**config.mk**
```make
export PLATFORM = sky130hd
export DESIGN_NAME = pwm_spi_config_bridge
export DESIGN_NICKNAME = d
export VERILOG_FILES = /design/src/rtl/pwm_spi_config_bridge.sv
export SDC_FILE = /design/constraint.sdc
export NUM_CORES = 1
export LEC_CHECK = 0
export CAP_MARGIN = 5
export CORE_ASPECT_RATIO = 1.1
export CORE_UTILIZATION = 54
export CTS_CLUSTER_DIAMETER = 40
export DETAILED_ROUTE_END_ITERATION = 7
export PLACE_DENSITY = 0.79
export SLEW_MARGIN = 20
export SYNTH_ARGS = -nofsm -noshare
export SYNTH_HDL_FRONTEND = slang
export SYNTH_SLANG_ARGS = --single-unit
```
**constraint.sdc**
```tcl
create_clock -name i_clk -period 1.7 [get_ports i_clk]
set_input_delay 0.255 -clock i_clk [delete_from_list [all_inputs] [get_ports i_clk]]
set_output_delay 0.255 -clock i_clk [all_outputs]
set_load 0.02 [all_outputs]
```
**src/rtl/pwm_spi_config_bridge.sv**
```systemverilog
// SPI mode-0 slave bridge: 16-bit frames become register-file write strobes or read-back on MISO.
// Pin edges act 3 i_clk cycles later; strobe 4 cycles after the 16th sclk rise; no backpressure (host paces sclk).
module pwm_spi_config_bridge #(
    parameter int ADDRESS_WIDTH = 6,
    parameter int DATA_WIDTH    = 8
) (
    input  logic                     i_clk,
    input  logic                     i_reset_n,
    input  logic                     i_sclk,
    input  logic                     i_cs_n,
    input  logic                     i_mosi,
    output logic                     o_miso,
    output logic                     o_miso_oe,
    output logic                     o_write_en,
    output logic [ADDRESS_WIDTH-1:0] o_address,
    output logic [DATA_WIDTH-1:0]    o_data,
    input  logic [DATA_WIDTH-1:0]    i_rdata,
    output logic                     o_frame_err,
    output logic                     o_busy
);

    typedef enum logic [2:0] {
        IDLE,
        ADDR,
        DATA,
        COMMIT,
        DONE
    } state_t;

    state_t state;
    state_t state_next;

    logic sclk_s1, sclk_s2, sclk_prev;
    logic cs_s1, cs_s2, cs_prev;
    logic mosi_s1, mosi_s2;

    logic sclk_rise;
    logic sclk_fall;
    logic cs_fall;
    logic abort;

    logic [4:0]            bit_cnt;
    logic [DATA_WIDTH-1:0] shreg;
    logic [DATA_WIDTH-1:0] tx;
    logic                  rw_write;
    logic                  skip_fall;
    logic [1:0]            load_pend;

    always_ff @(posedge i_clk or negedge i_reset_n) begin
        if (!i_reset_n) begin
            sclk_s1   <= 1'b0;
            sclk_s2   <= 1'b0;
            sclk_prev <= 1'b0;
            cs_s1     <= 1'b1;
            cs_s2     <= 1'b1;
            cs_prev   <= 1'b1;
            mosi_s1   <= 1'b0;
            mosi_s2   <= 1'b0;
        end else begin
            sclk_s1   <= i_sclk;
            sclk_s2   <= sclk_s1;
            sclk_prev <= sclk_s2;
            cs_s1     <= i_cs_n;
            cs_s2     <= cs_s1;
            cs_prev   <= cs_s2;
            mosi_s1   <= i_mosi;
            mosi_s2   <= mosi_s1;
        end
    end

    assign sclk_rise = sclk_s2 & ~sclk_prev;
    assign sclk_fall = ~sclk_s2 & sclk_prev;
    assign cs_fall   = ~cs_s2 & cs_prev;
    // cs_n is checked as a level so a release that lands during COMMIT is still seen in DONE.
    assign abort     = ((state == ADDR) || (state == DATA)) && cs_s2;

    always_ff @(posedge i_clk or negedge i_reset_n) begin
        if (!i_reset_n) begin
            state <= IDLE;
        end else begin
            state <= state_next;
        end
    end

    always_comb begin
        state_next = state;
        case (state)
            IDLE: begin
                if (cs_fall) begin
                    state_next = ADDR;
                end
            end
            ADDR: begin
                if (cs_s2) begin
                    state_next = IDLE;
                end else if (sclk_rise && (bit_cnt == 5'd7)) begin
                    state_next = DATA;
                end
            end
            DATA: begin
                if (cs_s2) begin
                    state_next = IDLE;
                end else if (sclk_rise && (bit_cnt == 5'd15)) begin
                    state_next = rw_write ? COMMIT : DONE;
                end
            end
            COMMIT: begin
                state_next = DONE;
            end
            DONE: begin
                if (cs_s2) begin
                    state_next = IDLE;
                end
            end
            default: begin
                state_next = IDLE;
            end
        endcase
    end

    always_ff @(posedge i_clk or negedge i_reset_n) begin
        if (!i_reset_n) begin
            bit_cnt     <= 5'd0;
            shreg       <= '0;
            tx          <= '0;
            rw_write    <= 1'b0;
            skip_fall   <= 1'b0;
            load_pend   <= 2'b00;
            o_address   <= '0;
            o_data      <= '0;
            o_write_en  <= 1'b0;
            o_frame_err <= 1'b0;
        end else begin
            o_write_en  <= (state == COMMIT);
            o_frame_err <= abort;
            load_pend   <= {load_pend[0], 1'b0};
            case (state)
                IDLE: begin
                    if (cs_fall) begin
                        bit_cnt <= 5'd0;
                    end
                end
                ADDR: begin
                    if (!cs_s2 && sclk_rise) begin
                        shreg   <= {shreg[DATA_WIDTH-2:0], mosi_s2};
                        bit_cnt <= bit_cnt + 5'd1;
                        if (bit_cnt == 5'd7) begin
                            o_address    <= {shreg[ADDRESS_WIDTH-2:0], mosi_s2};
                            rw_write     <= shreg[6];
                            load_pend[0] <= ~shreg[6];
                            skip_fall    <= 1'b1;
                        end
                    end
                end
                DATA: begin
                    if (!cs_s2) begin
                        if (sclk_rise) begin
                            shreg   <= {shreg[DATA_WIDTH-2:0], mosi_s2};
                            bit_cnt <= bit_cnt + 5'd1;
                        end
                        // The fall right after the 8th rise must not shift: MISO already presents bit 7.
                        if (sclk_fall && !rw_write) begin
                            if (skip_fall) begin
                                skip_fall <= 1'b0;
                            end else begin
                                tx <= {tx[DATA_WIDTH-2:0], 1'b0};
                            end
                        end
                    end
                end
                COMMIT: begin
                    o_data <= shreg;
                end
                default: begin
                end
            endcase
            // Read data is sampled two cycles after the address moves, giving i_rdata time to settle.
            if (load_pend[1]) begin
                tx <= i_rdata;
            end
        end
    end

    assign o_miso_oe = ((state == DATA) || (state == DONE)) && !rw_write;
    assign o_miso    = o_miso_oe & tx[DATA_WIDTH-1];
    assign o_busy    = (state != IDLE);

endmodule

```
Yosys cells after proc, flatten, opt, wreduce, memory -nomap -nowiden
Cells that the tools add are included.
W data, S select, Z words.
{"block": "op_classes", "eq_ne": 17, "addsub": 1, "n_reduce_logical": 22, "bitwise_logic": 8, "n_mux": 30}
{"operator": "$mux W8", "count": 8}
{"operator": "$mux W3", "count": 7}
{"operator": "$mux W5", "count": 4}
{"operator": "$pmux W8 S2", "count": 1}
{"operator": "$pmux W3 S5", "count": 1}
{"operator": "$pmux W5 S3", "count": 1}
{"operator": "$reduce_and A4 Y1", "count": 3}
{"operator": "$ne A2 B1 Y1 const B", "count": 5}
{"operator": "$reduce_and A5 Y1", "count": 2}
{"operator": "$ne A2 B2 Y1 const B", "count": 4}
{"operator": "$mux W1", "count": 7}
{"operator": "$eq A3 B2 Y1 const B", "count": 2}
{"operator": "$logic_and A1 B1 Y1", "count": 6}
{"operator": "$ne A3 B2 Y1 const B", "count": 2}
{"operator": "$reduce_bool A2 Y1", "count": 3}
{"operator": "$reduce_bool A3 Y1", "count": 2}
{"operator": "$add A5 B1 Y5 const B", "count": 1}
{"operator": "$eq A5 B3 Y1 const B", "count": 1}
{"operator": "$eq A5 B4 Y1 const B", "count": 1}
{"operator": "$and A1 B1 Y1", "count": 4}
{"operator": "$not A1 Y1", "count": 4}
{"operator": "$eq A3 B1 Y1 const B", "count": 1}
{"operator": "$eq A3 B3 Y1 const B", "count": 1}
{"operator": "$logic_not A3 Y1", "count": 1}
{"operator": "4 further kinds", "count": 6}
{"block": "totals", "output_inout_bits": 19, "inputBits": 13, "register_bits": 52}

Logic depth before layout (Yosys ltp)
Gate-level depths: netlist of run 1.
{"block": "logic_depth", "depth_word": 7, "depth_mapped": 6}

Least setup slack after synthesis of run 1
No wires, ideal clock.
{"block": "synth_path", "path_type": "reg2out", "start": "register state[1]", "end": "output port o_miso", "arrival_ps": 1513, "slack_ps": -68, "required_ps": 1445, "path_buffers": 1, "path_stages_with_launch": 5, "cell_sequence": "dfrtp_1 -> buf_6 -> xnor2_1 -> nor3_1 -> and2_1"}
{"block": "synth_between", "elab_chain_len": 4, "word_cells_on_any_way": 5, "classes_between": "eq/ne (2); bitwise (1); reduce/logical (2)"}
{"element": "start: declaration", "line_no": "30", "text": "state_t state;"}
{"element": "start signal: assignment", "line_no": "81", "text": "state <= state_next;"}
{"element": "$eq A3 B2 Y1 / $eq A3 B3 Y1 (equally long branches)", "line_no": "184", "text": "assign o_miso_oe = ((state == DATA) || (state == DONE)) && !rw_write;"}
{"element": "$logic_or A1 B1 Y1 (*)", "line_no": "184"}
{"element": "$logic_and A1 B1 Y1 (*)", "line_no": "184"}
{"element": "via o_miso_oe", "line_no": "13", "text": "output logic o_miso_oe,"}
{"element": "$and A1 B1 Y1 (*)", "line_no": "185", "text": "assign o_miso = o_miso_oe & tx[DATA_WIDTH-1];"}
{"element": "end: declaration", "line_no": "12", "text": "output logic o_miso,"}
The timed path passes the listed nets; every way through them passes the cells marked *.

Worst setup path in the final report of run 1
{"block": "layout_path", "start": "register state[2]", "end": "register o_address[4]"}
{"block": "layout_between", "elab_chain_len": 2}
{"element": "$eq A3 B1 Y1", "line_no": "137", "text": "case (state)"}
{"element": "$reduce_and A3 Y1 (no source line)"}
{"element": "end signal: assignment", "line_no": "148", "text": "o_address <= {shreg[ADDRESS_WIDTH-2:0], mosi_s2};"}
{"element": "end: declaration", "line_no": "15", "text": "output logic [ADDRESS_WIDTH-1:0] o_address,"}
Every way passes these cells.
A chain may end at the register's enable or synchronous reset.

==> metrics, run 1 <==
outcome finished, final reports clean; ordered list of cells on the worst path buf_4 > nor4b_4 > nand4_4 > mux2_1; CP Data Required Time 1.91 ns; part of the Yosys area used for sequential elements 0.5632; Worst EP arrival 1.89 ns; gate count of the mapped netlist 175; Slew Viols, Final 0; Flop pwr share 0.427; cell taking the most area after synthesis sky130_fd_sc_hd__dfrtp_1; Crit Path Category register to register; area growth from synthesis to final layout 24.41%; overall track demand over capacity in global routing 0.2287; total cell area at the placement stage 2734 µm²; Num CTS Buffers 5; Final min period 1.686 ns; Worst-Margin Slew 0.4670 ns; Final #Nets 238; initial antenna violation count 0; leading register cell type out of synthesis sky130_fd_sc_hd__dfrtp_1; root buffer cell sky130_fd_sc_hd__clkbuf_8; count of H-tree levels built during CTS 2; most frequent cell after synthesis sky130_fd_sc_hd__dfrtp_1; Std-Cell Core Area 4024 µm²; total congestion overflow 0; post-layout power 4.114 mW; Worst IR Drop VDD 0.0008570 V; pwr/cell area 1427 nW/µm²; share of cells above drive strength 1 0.2411; post-synthesis area per instance 13.24 µm²; peak clock frequency supported by timing 0.5931 GHz; Antenna Violating Nets Remaining 0; standard-cell row count 24; DRC Markers 0; worst-path cell with the longest stage delay sky130_fd_sc_hd__dfrtp_1; Yosys Warn Count 0; Max clock buf depth 2; number of failing hold endpoints at the final stage 0; slowest cell delay on critical path 0.43 ns; area of the mapped netlist 2317 µm²; number of setup violations in the final report 0; mean routed wirelength per cell 16.83 µm; Die Wd 64.46 µm; fraction of post-synthesis cell area in the top cell type by area 0.5292; input/output buffers 31; hold slack 0.3549 ns; leading cell types by count after synthesis sky130_fd_sc_hd__dfrtp_1, sky130_fd_sc_hd__mux2_1, sky130_fd_sc_hd__nor2_1, sky130_fd_sc_hd__o21ai_1; CTS clock-pin slew for the worst setup and hold paths 0.10 ns; relative slew slack 0.6880; maximum number of pins on one net before global-route repair 23; number of DRC markers in iteration 0 67; Clock Sinks 52; Switching Fraction 0.3329; flop and latch count out of synthesis 52; relative contribution of the clock network to total power 0.210; area of all placed cells without fillers 2883 µm²; Internal Power 2.745 mW; share of total power in combinational logic 0.363; Antenna diodes 0; ratio of final minimum period to clock period 0.9918; initial core utilization 0.5759; Die Ht 70.71 µm; IO Count 32; first-pass GRT wire length 7.748 mm; clock tree from TritonCTS yes; power spent charging and discharging nets 1.370 mW; via count normalized by instance count 5.627; startpoint class of the critical path register; number of flops mapped to enable cells by yosys 0; share of synthesized registers carrying an async set or reset 1.000; DR vias 1,553; sort of element at the end of the critical path register; post-detail-place hpwl 3.262 mm; final-layout fill cell count 286; die area 4558 µm²; Post-Syn Nets 190; drt pass-1 iters 4; RD Place Congestion 0.8268; Area contributors post-synth sky130_fd_sc_hd__dfrtp_1, sky130_fd_sc_hd__mux2_1, sky130_fd_sc_hd__mux2_4; worst-skew pair later-pin latency 0.32 ns; maximum capacitance violations 0; wire length after detailed routing 4.645 mm; leakage power total 1.312 nW; aggregate negative setup slack 0 ns; Worst Path Max Fanout 10; Final Skew 0.008432 ns; number of different library cells in the post-synthesis netlist 46; setup repair after global routing missed its margin true; vias in the first global route 1,638; worst min path class input port to register
==> power groups by stage <==
stage / clock, mW / sequential [mW] / combinational (mW)
floorplan: 0 / 1.80 / 0.893
global placement: 0 / 1.74 / 1.39
detailed placement: 0 / 1.77 / 1.47
CTS: 0.874 / 1.75 / 1.44
global route: 0.917 / 1.80 / 1.62
finish: 0.865 / 1.76 / 1.49
==> flip-flops by register name (all words and copies together) (netlist names), 2 cells and up <==
register / cells
o_data: 8
bit_cnt: 5
state: 3
o_address: 6
tx: 8
shreg: 8
load_pend: 2
==> cell type report <==
type                            count  area (µm²)  area share
Multi-Input combinational cell    108       937.1      0.3251
Tap cell                           52       65.06     0.02257
Timing Repair Buffer               49       436.7      0.1515
Clock buffer                        6       72.57     0.02517
Sequential cell                    52        1306      0.4531
Inverter                            7       26.28    0.009115
Clock inverter                      2       38.79     0.01345
==> per-stage QoR <==
stage	instances	utilization	worst slack, ns
after floorplan	175	-	0.1416
after global placement	265	0.6794	0.07277
after detailed placement	265	0.6794	0.01556
after CTS	274	0.7086	0.004996
after global routing	276	0.7164	-0.04295
final	276	0.7164	0.01402
==> worst max-delay path, delay by kind of cell (launching register included) <==
kind	cells	cell delay [ns]
flip-flops	1	0.43
multiplexers	1	0.37
AND/OR/NAND/NOR	2	0.57
buffers and inverters	1	0.20
==> layout by cell type (no fill, tap or decap), types with 2 or more instances in the layout <==
| cell | count |
|---|---|
| sky130_fd_sc_hd__dfrtp_1 | 48 |
| sky130_fd_sc_hd__clkdlybuf4s50_1 | 27 |
| sky130_fd_sc_hd__buf_4 | 16 |
| sky130_fd_sc_hd__or4b_1 | 3 |
| sky130_fd_sc_hd__mux2_4 | 6 |
| sky130_fd_sc_hd__xnor2_1 | 2 |
| sky130_fd_sc_hd__dfstp_2 | 3 |
| sky130_fd_sc_hd__nor4b_4 | 2 |
| sky130_fd_sc_hd__nand3_1 | 8 |
| sky130_fd_sc_hd__inv_1 | 7 |
| sky130_fd_sc_hd__buf_2 | 3 |
| sky130_fd_sc_hd__nor2_1 | 11 |
| sky130_fd_sc_hd__a31oi_1 | 7 |
| sky130_fd_sc_hd__o22ai_1 | 3 |
| sky130_fd_sc_hd__mux2_1 | 16 |
| sky130_fd_sc_hd__nor4bb_1 | 2 |
| sky130_fd_sc_hd__nand2_1 | 2 |
| sky130_fd_sc_hd__nor3b_1 | 2 |
| sky130_fd_sc_hd__and3b_1 | 2 |
| sky130_fd_sc_hd__clkbuf_8 | 5 |
| sky130_fd_sc_hd__nor2b_1 | 3 |
| sky130_fd_sc_hd__o21ai_1 | 11 |
==> final timing paths <==
kind / cells past startpoint / slack, ns / end / from
worst max-delay path: 4 / 0.01 / o_address[4] / state[2]
worst min-delay path: 1 / 0.35 / cs_s1 / i_cs_n
worst max register to register: 4 / 0.01 / o_address[4] / state[2]
worst min register to register: 0 / 0.35 / load_pend[1] / load_pend[0]
max in group asynchronous: 3 / 0.66 / cs_prev / i_reset_n
min in group asynchronous: 2 / 0.42 / rw_write / i_reset_n
==> per-layer routing <==
layer / up-vias / wire length [µm] / global-route usage
met1: 779 / 1959 / 0.2779
met2: 36 / 2402 / 0.3895
met3: 11 / 168 / 0.05161
met4: 0 / 116 / 0.09877
li1: 727 / - / -
met5: - / 0 / 0
==> logic make-up after synthesis <==
family,count (synthesis),synth area share
simple gates,47,0.1517
buf+inv,15,0.04212
xor+xnor,3,0.01134
compound gates,32,0.09504
flops,52,0.5632
mux,24,0.1258
fa+ha+maj,2,0.01080
==> what timing repair did <==
action,in CTS,in global routing
hold buffers,1,0
setup endpoints to repair,3,19
hold endpoints to repair,18,0
pin swaps,0,2
resized for setup,9,7
buffers inserted,0,2
Note: power is estimated with default switching activity, not from simulation.
==> inputs of run 2 (changes only) <==
--- a/config.mk
+++ b/config.mk
@@ -5,12 +5,11 @@
 export SDC_FILE = /design/constraint.sdc
 export NUM_CORES = 1
 export LEC_CHECK = 0
-export CAP_MARGIN = 5
 export CORE_ASPECT_RATIO = 1.1
 export CORE_UTILIZATION = 54
 export CTS_CLUSTER_DIAMETER = 40
 export DETAILED_ROUTE_END_ITERATION = 7
-export PLACE_DENSITY = 0.79
+export PLACE_DENSITY = 0.91
 export SLEW_MARGIN = 20
 export SYNTH_ARGS = -nofsm -noshare
 export SYNTH_HDL_FRONTEND = slang
==> metrics, run 2 (synthesis results as in run 1) <==
total cell area at the placement stage 2751 µm²; Antenna diodes 0; Worst-Margin Slew 0.3945 ns; Worst IR Drop VDD 0.0008808 V; Crit Path Category register to register; slowest cell delay on critical path 0.46 ns; Slew Viols, Final 0; Worst EP arrival 1.89 ns; first-pass GRT wire length 7.265 mm; number of setup violations in the final report 0; most used cells in the layout excluding fill and tap cells sky130_fd_sc_hd__dfrtp_1, sky130_fd_sc_hd__clkdlybuf4s50_1, sky130_fd_sc_hd__buf_4; initial core utilization 0.5759; worst-skew pair later-pin latency 0.31 ns; Final min period 1.693 ns; ordered list of cells on the worst path buf_12 > nor4b_4 > nand4_4 > mux2_1; outcome finished, final reports clean; Final Skew 0.003767 ns; relative slew slack 0.7364; Std-Cell Core Area 4024 µm²; drt pass-1 iters 4; number of DRC markers in iteration 0 75; sort of element at the end of the critical path register; clock tree from TritonCTS yes; maximum number of pins on one net before global-route repair 53; number of failing hold endpoints at the final stage 0; Clock Sinks 52; CTS clock-pin slew for the worst setup and hold paths 0.09 ns; share of cells above drive strength 1 0.2643; worst min path class input port to register; IO Count 32; standard-cell row count 24; Final #Nets 241; Die Wd 64.46 µm; Die Ht 70.71 µm; maximum capacitance violations 0; worst-path cell with the longest stage delay sky130_fd_sc_hd__dfrtp_2; die area 4558 µm²; mean routed wirelength per cell 15.63 µm; post-detail-place hpwl 2.796 mm; final cell count without fillers 279; via count normalized by instance count 5.491; ratio of final minimum period to clock period 0.9957; Worst Path Max Fanout 10; overall track demand over capacity in global routing 0.2125; vias in the first global route 1,617; DRC Markers 0; wire length after detailed routing 4.360 mm; Max clock buf depth 2; initial antenna violation count 0; pwr/cell area 1377 nW/µm²; Antenna Violating Nets Remaining 0; leakage power total 1.330 nW; setup repair after global routing missed its margin true; post-layout power 4.016 mW; RD Place Congestion 0.8355; CP Data Required Time 1.90 ns; DP Cell Count 264; end-of-flow core utilization 0.7248; area growth from synthesis to final layout 25.86%; startpoint class of the critical path register; most common cell after layout, fill and taps aside sky130_fd_sc_hd__dfrtp_1; count of H-tree levels built during CTS 2; area of all placed cells without fillers 2917 µm²; DR vias 1,532; peak clock frequency supported by timing 0.5908 GHz; root buffer cell sky130_fd_sc_hd__clkbuf_8; biggest regs o_data x8, shreg x8, tx x8; total congestion overflow 0; input/output buffers 31; Num CTS Buffers 5
## run 2: cell count changes in the layout (fill, tap and decap cells not counted), moves of 2 or more
cell | previous run | this run
sky130_fd_sc_hd__dfrtp_2 | 1 | 3
sky130_fd_sc_hd__buf_12 | 0 | 2
sky130_fd_sc_hd__clkinv_2 | 0 | 2
sky130_fd_sc_hd__dfrtp_1 | 48 | 46
## run 2: final cells by class
cell class | count | area, µm²
Sequential cell | 52 | 1309
Fill cell | 294 | 1107
Multi-Input combinational cell | 108 | 944.7
Timing Repair Buffer | 52 | 484.2
Clock buffer | 5 | 68.82
Tap cell | 52 | 65.06
Inverter | 7 | 26.28
Clock inverter | 3 | 18.77
## run 2: where the power goes
group | internal [mW] | switching, mW
Combinational | 0.833 | 0.716
Clock | 0.288 | 0.418
Sequential | 1.53 | 0.228
Total | 2.65 | 1.36
## run 2: worst paths after layout
path,from,to,slack [ns],depth (start not counted)
worst min register to register,mosi_s1,mosi_s2,0.35,0
max in group asynchronous,i_reset_n,cs_prev,0.97,3
worst min-delay path,i_cs_n,cs_s1,0.35,1
worst max register to register,state[1],rw_write,0.007,4
min in group asynchronous,i_reset_n,o_data[3],0.45,3
worst max-delay path,state[1],rw_write,0.007,4
## run 2: stage by stage
| step | TNS [ns] | hold slack (ns) | setup slack, ns |
|---|---|---|---|
| after floorplan | 0 | -0.04059 | 0.1416 |
| final | 0 | 0.3455 | 0.007366 |
| after global routing | -0.6072 | 0.3317 | -0.07805 |
| after global placement | 0 | 0.2636 | 0.03542 |
| after detailed placement | 0 | 0.2629 | 0.003171 |
| after CTS | 0 | 0.3474 | 0.005586 |
## run 2: repair_timing
action / 4_1_cts / 5_1_grt
gates resized for setup: 8 / 10
pin swaps: 2 / 3
setup buffers: 3 / 3
setup endpoints to repair: 9 / 22
endpoints found under the hold margin: 49 / 0
hold buffers: 1 / 0
## run 2: worst max-delay path, delay by kind of cell (launching register included)
kind | cells | cell delay [ns]
AND/OR/NAND/NOR | 2 | 0.58
multiplexers | 1 | 0.37
buffers and inverters | 1 | 0.15
flip-flops | 1 | 0.46
## run 2: layer usage
layer | up-vias | wire, µm | track usage
li1 | 730 | - | -
met1 | 760 | 1942 | 0.2632
met2 | 37 | 2159 | 0.3544
met3 | 5 | 188 | 0.05161
met4 | 0 | 70 | 0.09136
met5 | - | 0 | 0
